--- config.mk ---
export PLATFORM = sky130hd
export DESIGN_NAME = id_ex_reg
export DESIGN_NICKNAME = d
export VERILOG_FILES = /design/src/rtl/id_ex_reg.sv
export SDC_FILE = /design/constraint.sdc
export NUM_CORES = 1
export LEC_CHECK = 0
export ABC_AREA = 1
export BUFFER_PORTS_ARGS = -buffer_cell sky130_fd_sc_hd__buf_2
export CORE_MARGIN = 8
export CORE_UTILIZATION = 25
export CTS_BUF_LIST = sky130_fd_sc_hd__clkbuf_4
export CTS_CLUSTER_DIAMETER = 120
export DETAILED_ROUTE_END_ITERATION = 10
export PLACE_DENSITY = 0.57
export SYNTH_ARGS = -nofsm -noshare
export SYNTH_HDL_FRONTEND = slang
export SYNTH_SLANG_ARGS = --single-unit
--- constraint.sdc ---
create_clock -name clk -period 4.6 [get_ports clk]
set_input_delay 0.46 -clock clk [delete_from_list [all_inputs] [get_ports clk]]
set_output_delay 0.46 -clock clk [all_outputs]
set_load 0.005 [all_outputs]
--- src/rtl/id_ex_reg.sv ---
// ID/EX pipeline register with flush bubbles, stall hold and a saturating bubble counter.
// Optional FWD_SRC_EN macro adds src1/src2 register numbers for forwarding.
module id_ex_reg (
  input  logic        clk,
  input  logic        rst,
  input  logic        flush,
  input  logic        freeze,
  input  logic        valid_in,
  input  logic [31:0] pc_in,
  input  logic [31:0] val_rn_in,
  input  logic [31:0] val_rm_in,
  input  logic        imm_in,
  input  logic [11:0] shift_operand_in,
  input  logic [23:0] signed_imm_24_in,
  input  logic [3:0]  dest_in,
  input  logic [3:0]  exe_cmd_in,
  input  logic        mem_r_en_in,
  input  logic        mem_w_en_in,
  input  logic        wb_en_in,
  input  logic        b_in,
  input  logic        s_in,
  input  logic [3:0]  status_in,
`ifdef FWD_SRC_EN
  input  logic [3:0]  src1_in,
  input  logic [3:0]  src2_in,
  output logic [3:0]  src1_out,
  output logic [3:0]  src2_out,
`endif
  output logic [31:0] pc_out,
  output logic [31:0] val_rn_out,
  output logic [31:0] val_rm_out,
  output logic        imm_out,
  output logic [11:0] shift_operand_out,
  output logic [23:0] signed_imm_24_out,
  output logic [3:0]  dest_out,
  output logic [3:0]  exe_cmd_out,
  output logic        mem_r_en_out,
  output logic        mem_w_en_out,
  output logic        wb_en_out,
  output logic        b_out,
  output logic        s_out,
  output logic [3:0]  status_out,
  output logic        mem_rw_out,
  output logic        valid_out,
  output logic [15:0] bubble_count
);

  typedef struct packed {
    logic [31:0] pc;
    logic [31:0] val_rn;
    logic [31:0] val_rm;
    logic        imm;
    logic [11:0] shift_operand;
    logic [23:0] signed_imm_24;
    logic [3:0]  dest;
    logic [3:0]  exe_cmd;
    logic        mem_r_en;
    logic        mem_w_en;
    logic        wb_en;
    logic        b;
    logic        s;
    logic [3:0]  status;
    logic        valid;
`ifdef FWD_SRC_EN
    logic [3:0]  src1;
    logic [3:0]  src2;
`endif
  } id_ex_t;

  id_ex_t      q;
  id_ex_t      d_load;
  logic [15:0] bubble_q;
  logic        do_rst;
  logic        do_flush;
  logic        do_hold;

  always_comb begin
    d_load               = '0;
    d_load.pc            = pc_in;
    d_load.val_rn        = val_rn_in;
    d_load.val_rm        = val_rm_in;
    d_load.imm           = imm_in;
    d_load.shift_operand = shift_operand_in;
    d_load.signed_imm_24 = signed_imm_24_in;
    d_load.dest          = dest_in;
    d_load.exe_cmd       = exe_cmd_in;
    d_load.status        = status_in;
    // invalid slots keep data but must never act
    d_load.mem_r_en      = mem_r_en_in & valid_in;
    d_load.mem_w_en      = mem_w_en_in & valid_in;
    d_load.wb_en         = wb_en_in & valid_in;
    d_load.b             = b_in & valid_in;
    d_load.s             = s_in & valid_in;
    d_load.valid         = valid_in;
`ifdef FWD_SRC_EN
    d_load.src1          = src1_in;
    d_load.src2          = src2_in;
`endif
  end

  assign do_rst   = rst;
  assign do_flush = ~rst & flush;
  assign do_hold  = ~rst & ~flush & freeze;

  always_ff @(posedge clk) begin
    unique case (1'b1)
      do_rst: begin
        q        <= '0;
        bubble_q <= '0;
      end
      do_flush: begin
        q <= '0;
        if (bubble_q != 16'hFFFF)
          bubble_q <= bubble_q + 16'd1;
      end
      do_hold: begin
        q        <= q;
        bubble_q <= bubble_q;
      end
      default: q <= d_load;
    endcase
  end

  assign pc_out            = q.pc;
  assign val_rn_out        = q.val_rn;
  assign val_rm_out        = q.val_rm;
  assign imm_out           = q.imm;
  assign shift_operand_out = q.shift_operand;
  assign signed_imm_24_out = q.signed_imm_24;
  assign dest_out          = q.dest;
  assign exe_cmd_out       = q.exe_cmd;
  assign mem_r_en_out      = q.mem_r_en;
  assign mem_w_en_out      = q.mem_w_en;
  assign wb_en_out         = q.wb_en;
  assign b_out             = q.b;
  assign s_out             = q.s;
  assign status_out        = q.status;
  assign valid_out         = q.valid;
  assign mem_rw_out        = q.mem_r_en | q.mem_w_en;
  assign bubble_count      = bubble_q;
`ifdef FWD_SRC_EN
  assign src1_out          = q.src1;
  assign src2_out          = q.src2;
`endif

endmodule

==> results of run 1 <==
final cells by class:
cell class | instances | area share
Sequential cell | 167 | 0.5550
Tap cell | 341 | 0.04722
Clock inverter | 15 | 0.01745
Timing Repair Buffer | 325 | 0.1836
Inverter | 165 | 0.06882
Clock buffer | 17 | 0.01412
Multi-Input combinational cell | 244 | 0.1135
Antenna cell | 1 | 0.0002769
placed cells by master, fill, tap and decap left out, types with 3 or more instances in the layout:
cell type,netlist,routed
inv_1,163,163
nand2_1,36,35
clkbuf_4,0,17
buf_2,5,322
inv_6,0,4
nor2_1,169,169
nor2_2,11,11
edfxtp_1,167,167
clkinv_4,0,4
o21ai_0,3,3
inv_8,0,3
nand3_1,8,8
a21oi_1,3,3
clkinv_8,0,3
routing by layer:
| layer | share of wire | track usage | vias up |
|---|---|---|---|
| li1 | - | - | 2463 |
| met1 | 0.42 | 0.1392 | 2292 |
| met2 | 0.47 | 0.1859 | 230 |
| met3 | 0.10 | 0.05075 | 5 |
| met4 | 0.0069 | 0.02657 | 0 |
| met5 | 0 | 0 | - |
worst max-delay path by stage:
stage / startpoint / end / slack, ns
6_report: mem_w_en_out$_SDFFCE_PP0N_ / mem_rw_out / 2.76
5_1_grt: mem_w_en_out$_SDFFCE_PP0N_ / mem_rw_out / 2.66
4_1_cts: mem_w_en_out$_SDFFCE_PP0N_ / mem_rw_out / 2.66
3_5_place_dp: rst / val_rn_out[5]$_SDFFCE_PP0N_ / 2.37
3_3_place_gp: rst / val_rn_out[8]$_SDFFCE_PP0N_ / 2.41
2_1_floorplan: flush / b_out$_SDFFCE_PP0N_ / 0.25
through the flow:
stage	hold WS [ns]	total power, mW	util	std cells
6_report	0.1934	3.023	0.3372	1275
5_1_grt	0.1114	3.170	0.3371	1274
4_1_cts	0.1115	3.087	0.3371	1274
3_5_place_dp	0.6194	2.196	0.3264	1242
3_3_place_gp	0.6049	2.190	0.3264	1242
2_1_floorplan	0.6043	1.981	-	592
flip-flops by register name (all words and copies together) (netlist names), 4 cells and up:
signal,count
bubble_count,16
dest_out,4
exe_cmd_out,4
pc_out,32
shift_operand_out,12
signed_imm_24_out,24
status_out,4
val_rm_out,32
val_rn_out,32
cell families (layout without fill, tap and decap cells):
kind of cell / count (synthesis) / in the layout
and+or+nand+nor: 230 / 230
xor gates and xnor gates: 2 / 2
AOI/OAI and AO/OA: 11 / 11
adders and majority gates: 1 / 1
buffers and inverters: 181 / 522
DFF: 167 / 167
other: 0 / 1
worst reg2reg max path: cells and delay by family (launching register included):
| kind | cells | cell delay, ns |
|---|---|---|
| buffers and inverters | 2 | 0.34 |
| AND/OR/NAND/NOR | 4 | 0.35 |
| adder cells (fa/ha/maj) | 1 | 0.26 |
| flip-flops | 1 | 0.50 |
where the power goes:
part | switching (mW) | internal [mW] | leakage, nW | total (mW)
Sequential | 0.0389 | 1.79 | 1.89 | 1.83
Clock | 0.626 | 0.249 | 0.156 | 0.875
Combinational | 0.177 | 0.146 | 2.78 | 0.323
Total | 0.842 | 2.18 | 4.83 | 3.02
==> impl_metrics.py, run 1 <==
metrics = {
    "critical_path": {
        "crit_path_start_kind": "flop",
        "crit_fanout": 2,
        "cpLargestDelayFamily": "flip-flops",
        "crit_chain": "or2_2 -> buf_2",
        "arrival_ns": 1.38,
        "critPathBufInv": 1,
        "critPathKind": "reg -> out",
        "cp-end-kind": "primary output",
        "reg2reg_slack_ns": 2.84,
        "reg2regPathDepth": 7,
        "slowest_stage": "edfxtp_1",
        "rr_endpoint": "bubble_count[15]$_SDFFCE_PN0P_",
        "r2r_start": "bubble_count[0]$_SDFFCE_PN0P_",
        "critPathMaxStageDelay_ns": 0.44,
        "required_ns": 4.14,
        "crit_cells": 2,
    },
    "clocking": {
        "htreeDepth": 4,
        "cts_made_buffers": 17,
        "ctsRootBufferMaster": "clkbuf_4",
        "cts_tree": "done",
        "cts_setup_buffers": 0,
        "clock_path_buffers": 2,
        "path_clk_slew_ns": 0.18,
        "clkSinkCount": 167,
        "clk_latency_ns": 0.54,
        "cts_resized": 0,
        "cts_hold_buffers": 0,
    },
    "logic_synthesis": {
        "synthAdderAreaFrac": 0.001840,
        "ys.flop_type": "edfxtp_1",
        "synth-xor-area-share": 0.002575,
        "synth_edf_count": 167,
        "synth.top_cell.area_share": 0.7373,
        "synth_top_family_by_area": "simple AND/OR/NAND/NOR gates",
        "yosys.area.top_type": "edfxtp_1",
        "synth_compound_area_frac": 0.009934,
        "syn_area_mm2": 0.006802,
        "avgSynthCellArea_um2": 11.49,
        "synth_mux_area_frac": 0,
        "ys_ff_latch": 167,
        "syn_inst": 592,
        "synth_nets": 748,
        "ys_seq_area_frac": 0.7373,
        "ys_top_cells_by_area": "edfxtp_1 (74%), nor2_1 (9.3%), inv_1 (9.0%)",
        "synth.most_common_cell": "nor2_1",
        "synthArstFlopShare": 0,
        "yosysWarnings": 0,
        "synth_commonest_cells": "nor2_1 (169), edfxtp_1 (167), inv_1 (163)",
        "ys_types": 22,
        "synthSimpleGateAreaFrac": 0.1354,
    },
    "drt": {
        "drc_errors": 0,
        "drt_iter0_markers": 254,
        "drt_pass1_iterations": 4,
        "vias": 4990,
        "wl_mm": 19.51,
        "detail_route.vias_per_cell": 3.914,
        "ant_nets": 0,
        "post_drt_wl_per_cell_um": 15.30,
    },
    "sta": {
        "fmax_mhz": 543.2,
        "relSlewSlack": 0.5123,
        "tightestPinTransition_ns": 0.7316,
        "period_minus_slack_ns": 1.841,
        "rsz0062_at_grt": "no",
        "setup_slack_ns": 2.759,
        "hold_violations": 0,
        "setup-tns-final_ns": 0,
        "timing.final.crit_share": 0.4002,
        "final-max-slew-violation-count": 0,
        "clock_skew_ns": 0.02193,
        "finalSetupViolCount": 0,
    },
    "pwr": {
        "peakVddDrop_v": 0.0001178,
        "power_density_mw_per_mm2": 334.5,
        "p_leak_nw": 4.828,
    },
    "global_route": {
        "antenna_found_initial": 1,
        "grt_max_degree": 104,
        "grt_overflow_total": 0,
        "grt_usage": 0.1149,
        "grt_pass1_vias": 5114,
        "grt_pass1_wl_mm": 29.69,
    },
    "place": {
        "io_buffer_count": 322,
        "place_ws_ns": 2.373,
        "place_congestion": 0.7895,
        "place_area_mm2": 0.008748,
        "dp_hpwl_mm": 14.53,
    },
    "final_layout": {
        "final_nets": 1076,
        "drive_above_1_share": 0.3998,
        "multiInputGateArea_mm2": 0.001026,
        "fillers": 2792,
        "synthToLayoutAreaGrowth_pct": 32.86,
        "final_cell_area_mm2": 0.009036,
        "register_area_mm2": 0.005015,
    },
    "worst_hold_path": {
        "min_from": "pc_in[23]",
        "hp-class": "in -> reg",
        "min_path_cells": 3,
        "min_to": "pc_out[23]$_SDFFCE_PP0N_",
    },
    "floorplan": {
        "start_util": 0.2538,
        "fp.coreArea_mm2": 0.02680,
        "rows": 60,
        "dieArea_mm2": 0.03274,
        "die_h_um": 180.9,
        "die_w_um": 180.9,
        "ios": 323,
    },
    "run_status": {
        "outcome": "completed",
    },
    "flow_run": {
        "cap_violations": 0,
    },
}
Power figures use the tool's default switching activity.
==> inputs of run 2 (changes only) <==
- ABC_AREA: 1 -> 0
- PLACE_DENSITY: 0.57 -> 0.58
- clock period: 4.6 -> 1.5 ns (I/O delays scaled with it)
==> run 2 against run 1 <==
  * The flow now finishes with violations (negative setup slack)
  * Worst setup slack worse by 2.9 ns
  * Critical path depth grew 3
  * Total power rose to 3.2 times the previous value
==> impl_metrics.py, run 2 <==
metrics = {
    "worst_hold_path": {
        "hp-class": "in -> reg",
        "min_to": "pc_out[0]$_SDFFCE_PP0N_",
        "min_from": "flush",
        "min_path_cells": 3,
    },
    "clocking": {
        "htreeDepth": 4,
        "path_clk_slew_ns": 0.17,
        "clk_latency_ns": 0.54,
        "cts_made_buffers": 17,
        "clock_path_buffers": 2,
        "cts_tree": "done",
        "ctsRootBufferMaster": "clkbuf_4",
        "clkSinkCount": 167,
    },
    "floorplan": {
        "ios": 323,
        "fp.coreArea_mm2": 0.02569,
        "die_w_um": 176.8,
        "die_h_um": 176.8,
        "dieArea_mm2": 0.03126,
        "start_util": 0.2517,
        "rows": 59,
    },
    "pwr": {
        "p_total_mw": 9.665,
        "power_density_mw_per_mm2": 879.3,
        "peakVddDrop_v": 0.0004354,
        "p_leak_nw": 5.023,
    },
    "sta": {
        "hold_slack_ns": 0.1294,
        "period_minus_slack_ns": 1.601,
        "final-max-slew-violation-count": 0,
        "relSlewSlack": 0.6872,
        "setup-tns-final_ns": -0.5229,
        "timing.final.crit_share": 1.067,
        "fmax_mhz": 624.7,
        "tightestPinTransition_ns": 0.4681,
        "clock_skew_ns": 0.03517,
        "hold_violations": 0,
        "setup_slack_ns": -0.1008,
        "finalSetupViolCount": 8,
        "rsz0062_at_grt": "yes",
    },
    "critical_path": {
        "critPathKind": "reg -> reg",
        "rr_endpoint": "bubble_count[10]$_SDFFCE_PN0P_",
        "reg2regPathDepth": 5,
        "crit_fanout": 5,
        "r2r_start": "bubble_count[0]$_SDFFCE_PN0P_",
        "reg2reg_slack_ns": -0.10,
        "required_ns": 1.90,
        "cp-end-kind": "flop",
        "arrival_ns": 2.01,
        "crit_path_start_kind": "flop",
    },
    "final_layout": {
        "final_nets": 1090,
        "drive_above_1_share": 0.4414,
        "synthToLayoutAreaGrowth_pct": 70.02,
        "layout_common_cells": "buf_2 (310), edfxtp_1 (167), dlygate4sd3_1 (157), and2_1 (147), buf_6 (30)",
        "final_cell_area_mm2": 0.01099,
        "fillers": 2369,
        "layout_commonest_cell": "buf_2",
    },
    "logic_synthesis": {
        "yosys.area.top_type": "edfxtp_1",
        "synthSimpleGateAreaFrac": 0.1837,
        "synth_compound_area_frac": 0.01684,
        "synthAdderAreaFrac": 0.001935,
        "ys_top_cells_by_area": "edfxtp_1 (78%), and2_1 (14%), clkbuf_1 (0.93%)",
        "synthArstFlopShare": 0,
        "synth_edf_count": 167,
        "ys_types": 27,
        "synth.most_common_cell": "edfxtp_1",
        "synth_mux_area_frac": 0.004645,
        "ys_seq_area_frac": 0.7757,
        "syn_inst": 406,
        "avgSynthCellArea_um2": 15.92,
        "synth_commonest_cells": "edfxtp_1 (167), and2_1 (147), clkbuf_1 (16)",
        "ys.flop_type": "edfxtp_1",
        "synth.top_cell.area_share": 0.7757,
        "synth_top_family_by_area": "simple AND/OR/NAND/NOR gates",
        "synth_nets": 562,
        "ys_ff_latch": 167,
        "yosysWarnings": 0,
        "synth-xor-area-share": 0.004064,
        "syn_area_mm2": 0.006465,
    },
    "flow_run": {
        "cap_violations": 0,
    },
    "place": {
        "io_buffer_count": 322,
        "place_congestion": 0.7715,
        "dp_hpwl_mm": 14.33,
        "place_area_mm2": 0.008810,
    },
    "drt": {
        "drc_errors": 0,
        "vias": 5278,
        "wl_mm": 21.46,
        "drt_pass1_iterations": 4,
        "drt_iter0_markers": 272,
        "ant_nets": 0,
        "post_drt_wl_per_cell_um": 16.65,
        "detail_route.vias_per_cell": 4.095,
    },
    "global_route": {
        "grt_overflow_total": 0,
        "grt_pass1_vias": 5664,
        "antenna_found_initial": 2,
        "grt_max_degree": 90,
        "grt_usage": 0.1332,
        "grt_pass1_wl_mm": 32.28,
    },
    "run_status": {
        "violations": "negative setup slack",
        "outcome": "finished, violations left",
    },
}
run 2: cell types whose count changed in the layout (fill, tap and decap cells not counted), sizes merged, moves of 5 or more:
cell         previous run  this run
o31ai                   0         5
buf                   325       370
nand2                  36         8
diode                   1         7
or4                     0         5
dlygate4sd3             0       157
and2                    0       147
and3                    0         5
inv                   172        12
nor2                  181         5
run 2: layer usage:
layer,vias up,routed length [um],global-route usage
li1,2517,-,-
met1,2515,8340,0.1515
met2,217,10590,0.2206
met3,29,2021,0.05355
met4,0,503,0.05359
met5,-,0,0
run 2: layout make-up:
cell class | instances | area, um2 | share of cell area
Clock buffer | 17 | 127.6 | 0.01161
Clock inverter | 15 | 153.9 | 0.01400
Antenna cell | 7 | 17.52 | 0.001594
Inverter | 4 | 15.01 | 0.001366
Sequential cell | 167 | 5015 | 0.4562
Multi-Input combinational cell | 217 | 1483 | 0.1349
Tap cell | 335 | 419.2 | 0.03813
Timing Repair Buffer | 527 | 3761 | 0.3422
run 2: worst max-delay path: stages (launching register included):
cell	delay [ns]
edfxtp_1	0.47
ha_4	0.18
nand4_4	0.10
buf_6	0.16
or4_4	0.41
a21oi_2	0.14
run 2: what timing repair did:
item / in CTS / in global routing
hold endpoints to repair: 153 / 0
resized for setup: 28 / 14
hold buffers: 157 / 0
pin swaps: 7 / 9
endpoints found under the setup margin: 34 / 37
cloned: 1 / 0
buffers inserted: 12 / 2
run 2: stage by stage:
stage,util,worst slack [ns],std cells
global placement,0.3429,-0.1484,1079
CTS,0.4242,-0.08978,1280
detailed placement,0.3429,-0.1642,1079
global route,0.4274,-0.1544,1284
finish,0.4279,-0.1008,1289
floorplan,-,-0.1351,406
run 2: worst max-delay path by stage:
stage                                        from  slack, ns                        endpoint  cells after the start
floorplan           bubble_count[0]$_SDFFCE_PN0P_      -0.14   bubble_count[0]$_SDFFCE_PN0P_                      4
global placement    bubble_count[1]$_SDFFCE_PN0P_      -0.15   bubble_count[3]$_SDFFCE_PN0P_                      4
detailed placement  bubble_count[0]$_SDFFCE_PN0P_      -0.16   bubble_count[3]$_SDFFCE_PN0P_                      4
CTS                 bubble_count[6]$_SDFFCE_PN0P_      -0.09                 bubble_count[6]                      3
global route        bubble_count[0]$_SDFFCE_PN0P_      -0.15   bubble_count[9]$_SDFFCE_PN0P_                      5
finish              bubble_count[0]$_SDFFCE_PN0P_      -0.10  bubble_count[10]$_SDFFCE_PN0P_                      5
run 2: logic make-up after synthesis:
group	Yosys count
mux	3
buf+inv	22
xor+xnor	3
fa+ha+maj	1
flops	167
compound gates	17
simple gates	193
run 2: report_power, final:
part           switching [mW]  internal, mW  total (mW)
sequential             0.0990          5.47        5.57
clock                    1.88         0.760        2.64
combinational           0.596         0.856        1.45
total                    2.57          7.09        9.66
==> inputs of run 3 (changes only) <==
==> constraint.sdc (replaced) <==
create_clock -name clk -period 1.5 [get_ports clk]
set_input_delay 0.3 -clock clk [delete_from_list [all_inputs] [get_ports clk]]
set_output_delay 0.3 -clock clk [all_outputs]
set_load 0.005 [all_outputs]
==> run 3 against run 2 <==
  * The run still ends with negative setup slack left
  * First-iteration DRC count increased by 7.0%
  * Final cell count increased by 0.54%
  * Hold slack got worse by 0.033 ns
  * Clock skew down 0.012 ns
  * Clock power grew 2%
  * Clock-buffer cell count stayed put
  * Sequential cell count is the same
  * Non-clock buffer count rose by 11
  * Total power rose by 0.88%
  * Critical endpoint is now bubble_count[11]$_SDFFCE_PN0P_
  * Largest power group unchanged
==> impl_metrics.py, run 3 (same netlist as run 2, synthesis figures left out) <==
metrics = {
    "final_layout": {
        "drive_above_1_share": 0.4656,
        "layout_commonest_cell": "buf_2",
        "post-route-util": 0.4345,
        "layout_common_cells": "buf_2 (308), edfxtp_1 (167), dlygate4sd3_1 (149), and2_1 (147), buf_4 (38)",
        "fillers": 2363,
        "synthToLayoutAreaGrowth_pct": 72.65,
        "multiInputGateArea_mm2": 0.001551,
        "register_area_mm2": 0.005015,
        "final_nets": 1101,
    },
    "global_route": {
        "grt_overflow_total": 0,
        "antenna_found_initial": 5,
        "grt_max_degree": 72,
        "grt_pass1_vias": 5674,
        "grt_usage": 0.1316,
        "grt_pass1_wl_mm": 32.02,
    },
    "critical_path": {
        "critPathMaxStageDelay_ns": 0.46,
        "arrival_ns": 2.04,
        "cp-end-kind": "flop",
        "reg2reg_slack_ns": -0.15,
        "path_common_cell": "buf_6",
        "r2r_start": "bubble_count[1]$_SDFFCE_PN0P_",
        "slowest_stage": "or4_1",
        "reg2regPathDepth": 5,
        "required_ns": 1.89,
        "crit_fanout": 6,
        "crit_path_start_kind": "flop",
        "critPathKind": "reg -> reg",
        "rr_endpoint": "bubble_count[11]$_SDFFCE_PN0P_",
        "crit_chain": "buf_6 -> nand4_1 -> buf_6 -> or4_1 -> a21oi_1",
    },
    "place": {
        "place_congestion": 0.7999,
        "io_buffer_count": 322,
        "dp_hpwl_mm": 14.46,
    },
    "worst_hold_path": {
        "hp-class": "in -> reg",
        "min_path_cells": 2,
        "min_from": "signed_imm_24_in[15]",
        "min_to": "signed_imm_24_out[15]$_SDFFCE_PP0N_",
    },
    "drt": {
        "detail_route.vias_per_cell": 4.082,
        "post_drt_wl_per_cell_um": 16.26,
        "vias": 5290,
        "ant_nets": 0,
        "wl_mm": 21.08,
        "drt_pass1_iterations": 4,
        "drt_iter0_markers": 291,
        "drc_errors": 0,
    },
    "sta": {
        "hold_violations": 0,
        "rsz0062_at_grt": "yes",
        "relSlewSlack": 0.6436,
        "clock_skew_ns": 0.02267,
        "tightestPinTransition_ns": 0.5333,
        "final-max-slew-violation-count": 0,
        "timing.final.crit_share": 1.099,
        "period_minus_slack_ns": 1.648,
        "setup_slack_ns": -0.1480,
        "fmax_mhz": 606.8,
        "finalSetupViolCount": 38,
        "setup-tns-final_ns": -3.122,
    },
    "clocking": {
        "clock_path_buffers": 2,
        "path_clk_slew_ns": 0.18,
        "clk_latency_ns": 0.56,
        "ctsRootBufferMaster": "clkbuf_4",
        "cts_made_buffers": 17,
        "clkSinkCount": 167,
        "htreeDepth": 4,
        "cts_tree": "done",
    },
    "floorplan": {
        "ios": 323,
        "fp.coreArea_mm2": 0.02569,
        "die_w_um": 176.8,
        "die_h_um": 176.8,
        "start_util": 0.2517,
        "dieArea_mm2": 0.03126,
        "rows": 59,
    },
    "flow_run": {
        "cap_violations": 0,
    },
    "run_status": {
        "violations": "negative setup slack",
        "outcome": "finished, violations left",
    },
    "pwr": {
        "peakVddDrop_v": 0.0003158,
        "power_density_mw_per_mm2": 873.4,
        "p_leak_nw": 5.121,
    },
}
[run 3: worst max-delay path, delay by kind of cell (launching register included)]
family	cells	cell delay [ns]
DFF	1	0.45
buffers and inverters	2	0.30
AOI/OAI and AO/OA	1	0.15
and+or+nand+nor	2	0.57
[run 3: how the worst max path moves through the flow]
stage / startpoint / endpoint / depth (start not counted)
floorplan: bubble_count[0]$_SDFFCE_PN0P_ / bubble_count[0]$_SDFFCE_PN0P_ / 4
global placement: bubble_count[1]$_SDFFCE_PN0P_ / bubble_count[7]$_SDFFCE_PN0P_ / 4
detailed placement: bubble_count[1]$_SDFFCE_PN0P_ / bubble_count[7]$_SDFFCE_PN0P_ / 4
CTS: mem_w_en_out$_SDFFCE_PP0N_ / mem_rw_out / 2
global route: mem_r_en_out$_SDFFCE_PP0N_ / mem_rw_out / 2
finish: bubble_count[1]$_SDFFCE_PN0P_ / bubble_count[11]$_SDFFCE_PN0P_ / 5
[run 3: metrics by stage]
stage,cell area (um2),total power [mW],setup WS (ns),std cells,hold slack [ns]
4_1_cts,10990,9.894,-0.2239,1284,0.003199
6_report,11160,9.749,-0.1480,1296,0.09644
5_1_grt,11160,10.26,-0.2655,1296,0.01018
3_5_place_dp,8830,6.728,-0.2193,1080,0.5781
2_1_floorplan,6541,5.991,-0.1352,406,0.4982
3_3_place_gp,8830,6.705,-0.1452,1080,0.5754
[run 3: layout make-up]
| cell class | instances | share of cell area |
|---|---|---|
| Sequential cell | 167 | 0.4493 |
| Timing Repair Buffer | 538 | 0.3461 |
| Multi-Input combinational cell | 217 | 0.1390 |
| Tap cell | 335 | 0.03755 |
| Clock inverter | 15 | 0.01457 |
| Clock buffer | 17 | 0.01143 |
| Inverter | 4 | 0.001345 |
| Antenna cell | 3 | 0.0006726 |
[run 3: power by group]
group | switching [mW] | internal, mW
clock | 1.93 | 0.761
combinational | 0.604 | 0.888
sequential | 0.0954 | 5.47
total | 2.63 | 7.12
[run 3: per-layer routing]
metal  global-route usage  vias to the layer above  wire length (um)
met5                    0                        -                21
met3              0.05163                       20              2094
li1                     -                     2537                 -
met4              0.04028                        4               239
met2               0.2232                      229             10470
met1               0.1507                     2500              8255
[run 3: repair_timing]
item	CTS	global route
endpoints found under the setup margin	48	119
hold buffers	147	2
cloned	1	0
hold endpoints to repair	147	2
pin swaps	11	9
gates resized for setup	41	20
setup buffers	24	7
